$ cat src/rtl/f_fetch_unit_pkg.sv
// Shared fetch/exception constants, also used by the F/D register and CP0.
// Holds exception codes and the default reset and handler entry addresses.
package f_fetch_unit_pkg;

  localparam logic [4:0]  EXC_NONE = 5'd0;
  localparam logic [4:0]  EXC_ADEL = 5'd4;

  localparam logic [31:0] RESET_PC_DFLT   = 32'h0000_3000;
  localparam logic [31:0] HANDLER_PC_DFLT = 32'h0000_4180;
  localparam logic [31:0] IM_BASE_DFLT    = 32'h0000_3000;
  localparam logic [31:0] IM_LIMIT_DFLT   = 32'h0000_6FFC;

endpackage

$ cat src/rtl/f_addr_check.sv
// Fetch address legality check: word alignment and the [im_base, im_limit] window.
// Purely combinational, no state and no flow control.
module f_addr_check (
  input  logic [31:0] pc,
  input  logic [31:0] im_base,
  input  logic [31:0] im_limit,
  output logic        fault
);

  assign fault = (pc[1:0] != 2'b00) || (pc < im_base) || (pc > im_limit);

endmodule

$ cat src/rtl/f_fetch_unit.sv
// MIPS fetch stage: PC register, next-PC select, AdEL check and ERET squash.
// Outputs are combinational from pc_q; Stall holds the PC, Req overrides it. FETCH_PERF_EN adds counters.
module f_fetch_unit
  import f_fetch_unit_pkg::*;
#(
  parameter logic [31:0] RESET_PC   = RESET_PC_DFLT,
  parameter logic [31:0] HANDLER_PC = HANDLER_PC_DFLT,
  parameter logic [31:0] IM_BASE    = IM_BASE_DFLT,
  parameter logic [31:0] IM_LIMIT   = IM_LIMIT_DFLT
) (
  input  logic        clk,
  input  logic        reset,
  input  logic        Stall,
  input  logic        Req,
  input  logic        D_eret,
  input  logic [31:0] EPC,
  input  logic        D_redirect,
  input  logic [31:0] D_target,
  input  logic        D_is_bj,
  input  logic [31:0] i_inst_rdata,
  output logic [31:0] i_inst_addr,
  output logic [31:0] F_PC,
  output logic [31:0] F_instr,
  output logic [4:0]  F_excCode,
`ifdef FETCH_PERF_EN
  output logic [31:0] perf_fetch,
  output logic [31:0] perf_stall,
`endif
  output logic        F_BD
);

  logic [31:0] pc_q, pc_d;
  logic        sq_q, sq_d;
  logic        fault;
  logic        squash;

  always_ff @(posedge clk or posedge reset) begin
    if (reset) begin
      pc_q <= RESET_PC;
      sq_q <= 1'b0;
    end else begin
      pc_q <= pc_d;
      sq_q <= sq_d;
    end
  end

  // Req beats everything; a stalled ERET waits for the stall to clear.
  always_comb begin
    pc_d = pc_q + 32'd4;
    sq_d = 1'b0;
    if (Req) begin
      pc_d = HANDLER_PC;
    end else if (D_eret && !Stall) begin
      pc_d = EPC;
    end else if (Stall) begin
      pc_d = pc_q;
      sq_d = sq_q;
    end else if (D_redirect) begin
      pc_d = D_target;
    end
  end

  f_addr_check u_addr_check (
    .pc       (pc_q),
    .im_base  (IM_BASE),
    .im_limit (IM_LIMIT),
    .fault    (fault)
  );

  // ERET has no delay slot, so whatever sits in F behind it is discarded.
  assign squash      = D_eret || sq_q;
  assign i_inst_addr = pc_q;
  assign F_PC        = pc_q;
  assign F_instr     = (squash || fault) ? 32'd0 : i_inst_rdata;
  assign F_excCode   = (!squash && fault) ? EXC_ADEL : EXC_NONE;
  assign F_BD        = D_is_bj && !D_eret;

`ifdef FETCH_PERF_EN
  logic [31:0] perf_fetch_q, perf_stall_q;

  always_ff @(posedge clk or posedge reset) begin
    if (reset) begin
      perf_fetch_q <= 32'd0;
      perf_stall_q <= 32'd0;
    end else begin
      if (!Stall && !Req && !D_eret && !fault)
        perf_fetch_q <= perf_fetch_q + 32'd1;
      if (Stall && !Req)
        perf_stall_q <= perf_stall_q + 32'd1;
    end
  end

  assign perf_fetch = perf_fetch_q;
  assign perf_stall = perf_stall_q;
`endif

endmodule
$ cat config.mk
export PLATFORM = sky130hd
export DESIGN_NAME = f_fetch_unit
export DESIGN_NICKNAME = d
export VERILOG_FILES = /design/src/rtl/f_fetch_unit_pkg.sv /design/src/rtl/f_addr_check.sv /design/src/rtl/f_fetch_unit.sv
export SDC_FILE = /design/constraint.sdc
export NUM_CORES = 1
export LEC_CHECK = 0
export ABC_AREA = 1
export ABC_CLOCK_PERIOD_IN_PS = 2700
export CAP_MARGIN = 30
export CORE_MARGIN = 5
export CORE_UTILIZATION = 44
export CTS_CLUSTER_DIAMETER = 120
export DETAILED_ROUTE_END_ITERATION = 8
export GPL_ROUTABILITY_DRIVEN = 0
export PLACE_DENSITY_LB_ADDON = 0.25
export RECOVER_POWER = 50
export SYNTH_ARGS = -nofsm -noshare
export SYNTH_HDL_FRONTEND = slang
export SYNTH_HIERARCHICAL = 1
export SYNTH_SLANG_ARGS = --single-unit
$ cat constraint.sdc
create_clock -name clk -period 2.7 [get_ports clk]
set_clock_uncertainty 0.05 [all_clocks]
set_input_delay 0.405 -clock clk [delete_from_list [all_inputs] [get_ports clk]]
set_output_delay 0.405 -clock clk [all_outputs]
set_load 0.05 [all_outputs]
Word level (Yosys, flattened, before mapping):

Cells that the tools add are included.

* $add $sub $neg: 1
* multipliers: 0
* divide/modulo/power cells: 0
* magnitude comparators: 2
* eq/ne operators: 1
* shift-type cells: 0
* muxes and demuxes: 9
* bitwise operators: 0
* reductions and logical operators: 11

Operator list (count)
* 2-to-1 mux 32 bit: 5
* adder 32 x 3 -> 32 bit, second input constant: 1
* greater-than comparator 32 x 15 -> 1 bit, second input constant: 1
* < comparator 32 x 14 -> 1 bit, second input constant: 1
* logical OR 1 bit: 4
* logical AND 1 bit: 3
* zero test 1 bit: 3
* 2-to-1 mux 1 bit: 3
* 2-to-1 mux 3 bit: 1
* != test 3 x 1 -> 1 bit, second input constant: 1
* nonzero test 2 bit: 1

* bits in registers: 33
* bits in latches: 0
* bits in writable memories: 0
* bits in read-only memories: 0
* input port bits: 103
* output and inout bits: 102
* logic and storage cells: 26
* memories: 0

Logic depth before layout (Yosys ltp):

Gate-level depths: netlist of the first run.

* depth in word-level cells: 5
* depth in mapped cells: 19
* depth with buffers taken out: 18

Hierarchy:

The synthesis of the first run kept the hierarchy.

By module, submodules not included
* f_fetch_unit: times used 1, cells each 570, area an instance 3289.4 sq um, seq. area each 803.3 sq um
* f_addr_check: times used 1, cells each 272, area an instance 1649.1 sq um, seq. area each 0.0 sq um

Worst setup path before layout of the first run:

Ideal clock, no wire load.

* path kind: flip-flop to output port
* from: register pc_q[29], in the netlist F_PC[29]
* to: output F_instr[10]
* data arrival time: 2683 ps
* data required time: 2245 ps
* slack: -438 ps
* cell stages (with the launch flop): 14
* buffers on the path: 1
* path through: dfrtp_1 -> ha_1 -> a21oi_1 -> nor2_1 -> nor3_1 -> nand2_1 -> a21oi_1 -> nand2_1 -> nand2_1 -> nand3_1 -> inv_1 -> nand2_1 -> clkbuf_1 -> nor2_1

* word-level cells in the longest chain between the ends: 5
* elaborated cells between the ends (all ways): 6
* those cells by class: order compare: 2; mux: 1; reduce/logical: 3

RTL lines
* from (decl): RTL line f_fetch_unit.sv:32 `logic [31:0] pc_q, pc_d;`
* from (signal assigned): RTL line f_fetch_unit.sv:42 `pc_q <= pc_d;`
* < comparator 32 x 14 -> 1 bit: RTL line f_addr_check.sv:10 `assign fault = (pc[1:0] != 2'b00) || (pc < im_base) || (pc > im_limit);`
* logical OR 1 bit: RTL line f_addr_check.sv:10
* logical OR 1 bit (*): RTL line f_addr_check.sv:10
* named net fault: RTL line f_fetch_unit.sv:34 `logic fault;`
* logical OR 1 bit (*): RTL line f_fetch_unit.sv:74 `assign F_instr = (squash || fault) ? 32'd0 : i_inst_rdata;`
* 2-to-1 mux 32 bit (*): RTL line f_fetch_unit.sv:74
* to (decl): RTL line f_fetch_unit.sv:23 `output logic [31:0] F_instr,`

The timed path passes the listed nets; every way through them passes the cells marked *.

Final worst setup path of the first run:

* from: register pc_q[28], in the netlist F_PC[28]
* to: output F_instr[29]

The elaborated chain is that of the path after synthesis.

==> summary.md, run 1 <==
| Metric | Value |
|---|---|
| Result of the run | `complete, but fails checks` |
| Violated checks | `setup timing` |
| Largest cells by area after synthesis | `sky130_fd_sc_hd__nand2_1 17%, sky130_fd_sc_hd__ha_1 16%, sky130_fd_sc_hd__dfrtp_1 15%` |
| Final HPWL DP | `14,400 um` |
| Total number of vias | `6,356` |
| Asr flop ratio synth | `100%` |
| Final period util | `111%` |
| Avg Vias per Cell | `5.01` |
| Arrival time at the worst endpoint | `2540 ps` |
| Filler Cell Count | `766` |
| Number of enable flip-flop cells after synthesis | `0` |
| Pins over their slew limit | `0` |
| Most instantiated flip-flop cell in the synthesis netlist | `sky130_fd_sc_hd__dfrtp_1` |
| Hold crit path type | `flop to flop` |
| Cell Area, Placed | `7970 um2` |
| Remaining Overflow, GRT | `0` |
| TritonCTS clock tree | `built` |
| Largest net degree at the start of global routing | `38` |
| Top-area cell type share of the netlist area | `17.3%` |
| Final critical delay including setup and external delays | `3000 ps` |
| Final layout net count | `1,294` |
| Setup TNS Final | `-8930 ps` |
| Fmax | `333 MHz` |
| Warnings from Yosys | `6` |
| Worst skew pair latency | `280 ps` |
| Fraction of final layout cells sized beyond drive strength 1 | `21.3%` |
| Number of flip-flops in the largest register | `32` |
| Number of buffers between clock root and the deepest sink | `2` |
| DR DRC count | `0` |
| Maximum level of the CTS H-tree | `2` |
| CTS Hold Buffers Added | `0` |
| Part of the Yosys area used for sequential elements | `16.3%` |
| Final WS setup | `-299 ps` |
| Non-Filler Cell Area, Final | `8730 um2` |
| Number of antenna repair diodes | `0` |
| Pre-CTS setup slack | `-3.68 ps` |
| Number of top-level pins | `205` |
| Post-synthesis to final-layout area growth | `76.7%` |
| WHS | `562 ps` |
| Detailed-router iteration count before antenna repair | `6` |
| Total wire length after detailed routing | `19,500 um` |
| Worst Setup End Kind | `output pin` |
| Vias in the first global route | `5,934` |
| Max capacitance violation total | `0` |
| Area of the die | `13,400 um2` |
| Hold path cells | `2` |
| Post-Synthesis Cells | `842` |
| Height of the die | `116 um` |
| Setup repair after global routing missed its margin | `true` |
| Post-route ant nets | `0` |
| Final core utilization | `79.8%` |
| Clock root buffer master | `sky130_fd_sc_hd__clkbuf_16` |
| Average size of a mapped cell | `5.87 um2` |
| Crit Path Class | `flop to output pin` |
| Mapped cell area | `4940 um2` |
| Maximum resistive drop on vdd | `0.000209 V` |
| Leak pwr | `4.13 nW` |
| Effective utilization at floorplan | `45.2%` |
| WL/cell | `15.4 um` |
| Area of the core | `10,900 um2` |
| Clock-pin slew on the worst setup and hold paths | `60 ps` |
| Final hold viol count | `0` |
| Power density over the cells | `310 nW/um2` |
| Required time at the worst-slack endpoint | `2250 ps` |
| PortBufs | `200` |
| Slew Limit Headroom | `32.6%` |
| Measured slew at the worst slew-check pin | `1010 ps` |
| Final count of negative-setup-slack endpoints | `33` |
| Cell type with the highest aggregate area in the netlist | `sky130_fd_sc_hd__nand2_1` |
| Count of different cell masters after synthesis | `30` |
| FP Rows | `38` |
| Worst-path fanout max | `8` |
| Global-route wire length before repair | `28,700 um` |
| Total routing resource utilization after global routing | `26.7%` |
| Startpoint Class | `flop` |
| Depth of the worst register-to-register path | `11` |
| Post-synthesis register bit count | `32` |
| Die width | `116 um` |
| DRC marker count from the first detailed-route iteration | `380` |
| Clock buffers created by TritonCTS | `5` |
| Antenna violations before repair | `0` |
| CTS Sinks | `32` |
[cell usage in the layout (no fill, tap or decap), types with 2 or more instances in the layout]
cell type,count
sky130_fd_sc_hd__a211oi_1,2
sky130_fd_sc_hd__a21oi_1,53
sky130_fd_sc_hd__a21oi_2,5
sky130_fd_sc_hd__buf_12,35
sky130_fd_sc_hd__buf_16,2
sky130_fd_sc_hd__buf_4,56
sky130_fd_sc_hd__buf_6,6
sky130_fd_sc_hd__clkbuf_16,5
sky130_fd_sc_hd__clkbuf_8,2
sky130_fd_sc_hd__clkdlybuf4s50_1,166
sky130_fd_sc_hd__conb_1,68
sky130_fd_sc_hd__dfrtp_1,8
sky130_fd_sc_hd__dfrtp_2,22
sky130_fd_sc_hd__dfstp_2,2
sky130_fd_sc_hd__ha_1,48
sky130_fd_sc_hd__ha_4,16
sky130_fd_sc_hd__inv_1,159
sky130_fd_sc_hd__inv_2,5
sky130_fd_sc_hd__nand2_1,213
sky130_fd_sc_hd__nand2_2,15
sky130_fd_sc_hd__nand2_8,2
sky130_fd_sc_hd__nand3_1,46
sky130_fd_sc_hd__nand4_1,5
sky130_fd_sc_hd__nor2_1,48
sky130_fd_sc_hd__nor2_2,14
sky130_fd_sc_hd__nor2_4,39
sky130_fd_sc_hd__nor3_1,2
sky130_fd_sc_hd__o211ai_1,4
sky130_fd_sc_hd__o21a_1,2
sky130_fd_sc_hd__o21ai_0,40
sky130_fd_sc_hd__o21ai_1,4
sky130_fd_sc_hd__o21bai_1,9
sky130_fd_sc_hd__o22ai_1,2
sky130_fd_sc_hd__or2_2,7
sky130_fd_sc_hd__xor2_1,5
[cell type report]
cell class / count / area (um2) / area share (%)
repair buffers: 267 / 2920 / 33.5
inverters: 166 / 631 / 7.22
clock inverters: 1 / 30.0 / 0.344
multi-input cells: 655 / 3990 / 45.7
well taps: 140 / 175 / 2.01
clock buffers: 7 / 153 / 1.75
flip-flops and latches: 32 / 831 / 9.52
[routing by layer]
layer / wire [um] / up-vias / GRT usage (%)
met1: 7530 / 2909 / 32.8
met5: 0 / - / 0
li1: - / 3090 / -
met2: 9950 / 320 / 48.3
met3: 1610 / 37 / 4.65
met4: 434 / 0 / 6.88
[what timing repair did]
action,in CTS,in global routing
setup buffers,11,7
gates cloned,3,0
gates resized for setup,23,49
endpoints found under the setup margin,33,33
pin swaps,13,29
[worst max-delay path: stages (launching register included)]
cell and delay, ps:
sky130_fd_sc_hd__dfrtp_2 450, sky130_fd_sc_hd__ha_1 210, sky130_fd_sc_hd__a21oi_1 190, sky130_fd_sc_hd__nor2_1 70
sky130_fd_sc_hd__nor3_1 180, sky130_fd_sc_hd__nand2_1 120, sky130_fd_sc_hd__a21oi_2 130, sky130_fd_sc_hd__nand2_1 90
sky130_fd_sc_hd__nand2_2 100, sky130_fd_sc_hd__nand3_4 100, sky130_fd_sc_hd__inv_8 110, sky130_fd_sc_hd__nand2_8 80
sky130_fd_sc_hd__buf_12 170, sky130_fd_sc_hd__nor2_4 100, sky130_fd_sc_hd__buf_12 140
[logic make-up after synthesis]
logic type,count (synthesis),share of synthesized area [%]
AOI/OAI and AO/OA,122,13.3
xor gates and xnor gates,6,1.06
adders and majority gates,64,16.2
buffers and inverters,222,19.8
DFF,32,16.3
other,2,0.152
and+or+nand+nor,394,33.2
[path summary, 6_finish.rpt]
path | startpoint | to | slack [ps]
min in group asynchronous | reset | F_PC[24] | 780
setup / recovery | F_PC[28] | F_instr[29] | -300
max in group asynchronous | reset | F_PC[3] | 1190
hold reg to reg | F_PC[24] | F_PC[24] | 560
hold / removal | F_PC[24] | F_PC[24] | 560
setup reg to reg | F_PC[13] | F_PC[28] | 550
[where the power goes]
part           leakage [nW]  internal [mW]  total [mW]  switching [mW]
sequential            0.380          0.518       0.566          0.0482
clock                0.0901          0.487       0.727           0.240
combinational          3.66          0.597        1.41           0.817
total                  4.13           1.60        2.71            1.10
[synth_stat cells, types with 2 or more instances]
cell	number
sky130_fd_sc_hd__dfstp_2	2
sky130_fd_sc_hd__o21ai_0	42
sky130_fd_sc_hd__conb_1	2
sky130_fd_sc_hd__nor2_2	11
sky130_fd_sc_hd__buf_2	9
sky130_fd_sc_hd__o21ai_1	2
sky130_fd_sc_hd__a21oi_1	58
sky130_fd_sc_hd__nand4_1	5
sky130_fd_sc_hd__a211oi_1	2
sky130_fd_sc_hd__buf_4	36
sky130_fd_sc_hd__nor3_1	3
sky130_fd_sc_hd__o21a_1	2
sky130_fd_sc_hd__o22ai_1	2
sky130_fd_sc_hd__ha_1	64
sky130_fd_sc_hd__xor2_1	5
sky130_fd_sc_hd__inv_2	3
sky130_fd_sc_hd__nor2_4	4
sky130_fd_sc_hd__nor2_1	86
sky130_fd_sc_hd__nand2_1	227
sky130_fd_sc_hd__dfrtp_1	30
sky130_fd_sc_hd__o21bai_1	9
sky130_fd_sc_hd__nand3_1	48
sky130_fd_sc_hd__nand2_2	3
sky130_fd_sc_hd__inv_1	162
sky130_fd_sc_hd__or2_2	7
sky130_fd_sc_hd__o211ai_1	4
sky130_fd_sc_hd__clkbuf_1	11
[stage by stage]
stage                     cells  total power, mW
after detailed placement   1239             1.82
after global routing       1268             2.83
after floorplan             908             1.33
after global placement     1239             1.80
after CTS                  1261             2.59
final                      1268             2.71
(Power assumes the default switching activity.)
==> run 2, diff against run 1 <==
--- a/config.mk
+++ b/config.mk
@@ -6,10 +6,10 @@
 export NUM_CORES = 1
 export LEC_CHECK = 0
 export ABC_AREA = 1
-export ABC_CLOCK_PERIOD_IN_PS = 2700
+export ABC_CLOCK_PERIOD_IN_PS = 2600
 export CAP_MARGIN = 30
 export CORE_MARGIN = 5
-export CORE_UTILIZATION = 44
+export CORE_UTILIZATION = 40
 export CTS_CLUSTER_DIAMETER = 120
 export DETAILED_ROUTE_END_ITERATION = 8
 export GPL_ROUTABILITY_DRIVEN = 0
==> constraint.sdc (replaced) <==
create_clock -name clk -period 2.6 [get_ports clk]
set_clock_uncertainty 0.05 [all_clocks]
set_input_delay 0.39 -clock clk [delete_from_list [all_inputs] [get_ports clk]]
set_output_delay 0.39 -clock clk [all_outputs]
set_load 0.05 [all_outputs]
==> run 2 against run 1 <==
The flow still finishes with violations (setup timing). Highest routed layer unchanged. Count of clock-buffer cells in the layout rose by 1. Hold slack got worse by 68 ps. Cell count rose by 2.0%. Core utilization fell by 7.6 points. Largest power group unchanged. Register-to-register slack improved by 40 ps. Critical path depth did not move. First-iteration DRC count rose by 6.6%.
==> summary.md, run 2 (synthesis results as in run 1) <==
| Metric | Value |
|---|---|
| Maximum resistive drop on vdd | `0.000240 V` |
| Total number of vias | `6,150` |
| Slew Limit Headroom | `39.5%` |
| Commonest non-fill, non-tap cells in the layout | `219 x sky130_fd_sc_hd__nand2_1, 160 x sky130_fd_sc_hd__inv_1, 159 x sky130_fd_sc_hd__clkdlybuf4s50_1` |
| Pre-CTS setup slack | `-2.35 ps` |
| Required time at the worst-slack endpoint | `2160 ps` |
| Violated checks | `setup timing` |
| Startpoint Class | `flop` |
| Int Power | `1.55 mW` |
| PortBufs | `200` |
| Remaining Overflow, GRT | `0` |
| Power share of the clock group | `23.8%` |
| Number of flip-flops in the largest register | `32` |
| Vias in the first global route | `5,972` |
| DR DRC count | `0` |
| Avg Vias per Cell | `4.76` |
| Height of the die | `121 um` |
| Area occupied by multi-input gates | `3990 um2` |
| DRC marker count from the first detailed-route iteration | `405` |
| WL/cell | `14.9 um` |
| Hold crit path type | `flop to flop` |
| Area of the die | `14,700 um2` |
| Number of antenna repair diodes | `0` |
| Global-route wire length before repair | `29,700 um` |
| Final critical delay including setup and external delays | `2900 ps` |
| CTS Hold Buffers Added | `0` |
| P_sw | `1.11 mW` |
| Area of the core | `12,100 um2` |
| Ordered cell list for the critical path | `ha_1 -> nand2_1 -> o21ai_0 -> nand2_1 -> nand2_1 -> a21oi_2 -> nand2_1 -> nand2_1 -> nand3_2 -> inv_4 -> buf_4 -> buf_4 -> nor2_2 -> buf_12` |
| Worst Setup End Kind | `output pin` |
| Clock-pin slew on the worst setup and hold paths | `60 ps` |
| Largest net degree at the start of global routing | `38` |
| CTS Sinks | `32` |
| Depth of the worst register-to-register path | `10` |
| Clock buffers created by TritonCTS | `5` |
| FP Rows | `40` |
| Cell at the slowest stage of the critical path | `sky130_fd_sc_hd__dfrtp_2` |
| Fmax | `345 MHz` |
| Final period util | `112%` |
| Post-route ant nets | `0` |
| Fraction of power consumed by combinational cells | `54.0%` |
| Final WS setup | `-299 ps` |
| Part of the power in registers | `22.2%` |
| Power density over the cells | `306 nW/um2` |
| Effective utilization at floorplan | `40.9%` |
| Worst-path fanout max | `4` |
| TritonCTS clock tree | `built` |
| Number of buffers between clock root and the deepest sink | `2` |
| CP max stage delay | `440 ps` |
| Final layout net count | `1,291` |
| Commonest non-fill, non-tap cell in the layout | `sky130_fd_sc_hd__nand2_1` |
| Cell seen most often among critical-path stages | `sky130_fd_sc_hd__nand2_1` |
| Total wire length after detailed routing | `19,300 um` |
| Slack of the worst reg-to-reg path | `590 ps` |
| Leak pwr | `4.11 nW` |
| Total routing resource utilization after global routing | `25.2%` |
| Sw Share | `41.7%` |
| Hold path cells | `2` |
| Filler Cell Count | `985` |
| Fraction of final layout cells sized beyond drive strength 1 | `21.4%` |
| Clock root buffer master | `sky130_fd_sc_hd__clkbuf_16` |
| Final core utilization | `72.2%` |
| Measured slew at the worst slew-check pin | `908 ps` |
| Crit Path Class | `flop to output pin` |
| Die width | `121 um` |
| Result of the run | `complete, but fails checks` |
| Arrival time at the worst endpoint | `2460 ps` |
| Post-synthesis to final-layout area growth | `76.3%` |
| Worst skew pair latency | `280 ps` |
| Final HPWL DP | `15,000 um` |
| Maximum level of the CTS H-tree | `2` |
| Final hold viol count | `0` |
| Max capacitance violation total | `0` |
| Pins over their slew limit | `0` |
| Setup repair after global routing missed its margin | `true` |
| Number of top-level pins | `205` |
| Antenna violations before repair | `0` |
| Final count of negative-setup-slack endpoints | `33` |
| Detailed-router iteration count before antenna repair | `6` |
| FF+latch area | `841 um2` |
-- run 2: changes by cell type in the layout (fill, tap and decap cells not counted), sizes merged --
cell / change
buf: -2
bufinv: -1
clkbuf: +2
clkdlybuf4s50: -7
dlygate4sd3: +6
nand2: -1
-- run 2: repair_timing --
action,in CTS,in global routing
pin swaps,4,20
resized for setup,30,34
setup endpoints to repair,33,33
setup buffers,6,9
gates cloned,2,0
-- run 2: cell type report --
cell class,instances,area share (%)
Clock buffer,8,1.80
Timing Repair Buffer,265,33.2
Inverter,166,7.18
Multi-Input combinational cell,654,45.8
Sequential cell,32,9.66
Tap cell,168,2.41
-- run 2: per-stage QoR --
stage | power [mW] | setup TNS, ps | std cells | hold WS [ps] | area, um2
6_report | 2.66 | -8990 | 1293 | 494 | 8710
5_1_grt | 2.81 | -12440 | 1293 | 533 | 8710
4_1_cts | 2.61 | -6560 | 1284 | 482 | 8460
3_5_place_dp | 1.90 | -2.35 | 1268 | 511 | 8040
3_3_place_gp | 1.88 | 0 | 1268 | 510 | 8040
2_1_floorplan | 1.39 | -1060 | 908 | 453 | 5480
-- run 2: worst max-delay path, delay by kind of cell (launching register included) --
kind                     cells  cell delay (ps)
AO/OA/AOI/OAI                2              320
adder cells (fa/ha/maj)      1              330
buffers and inverters        4              450
flip-flops                   1              440
AND/OR/NAND/NOR              7              620
-- run 2: path summary, 6_finish.rpt --
check                      startpoint            to
max in group asynchronous       reset      F_PC[17]
min                          F_PC[20]      F_PC[20]
min reg2reg                  F_PC[20]      F_PC[20]
max                          F_PC[27]  F_excCode[2]
max reg2reg                  F_PC[13]      F_PC[27]
min in group asynchronous       reset      F_PC[24]
-- run 2: routing by layer --
metal / share of wire (%) / track usage, % / vias to the layer above / wire length, um
li1: - / - / 3079 / -
met5: 0 / 0 / - / 0
met1: 40 / 30.8 / 2774 / 7750
met3: 7.1 / 4.62 / 30 / 1370
met2: 51 / 45.4 / 267 / 9750
met4: 2.0 / 6.02 / 0 / 388
-- run 2: power by group through the flow --
stage                     Combinational (mW)  Clock (mW)  Sequential, mW
after detailed placement                1.31           0           0.595
after floorplan                        0.662           0           0.728
after CTS                               1.37       0.652           0.588
after global placement                  1.29           0           0.593
final                                   1.44       0.634           0.592
after global routing                    1.55       0.667           0.596
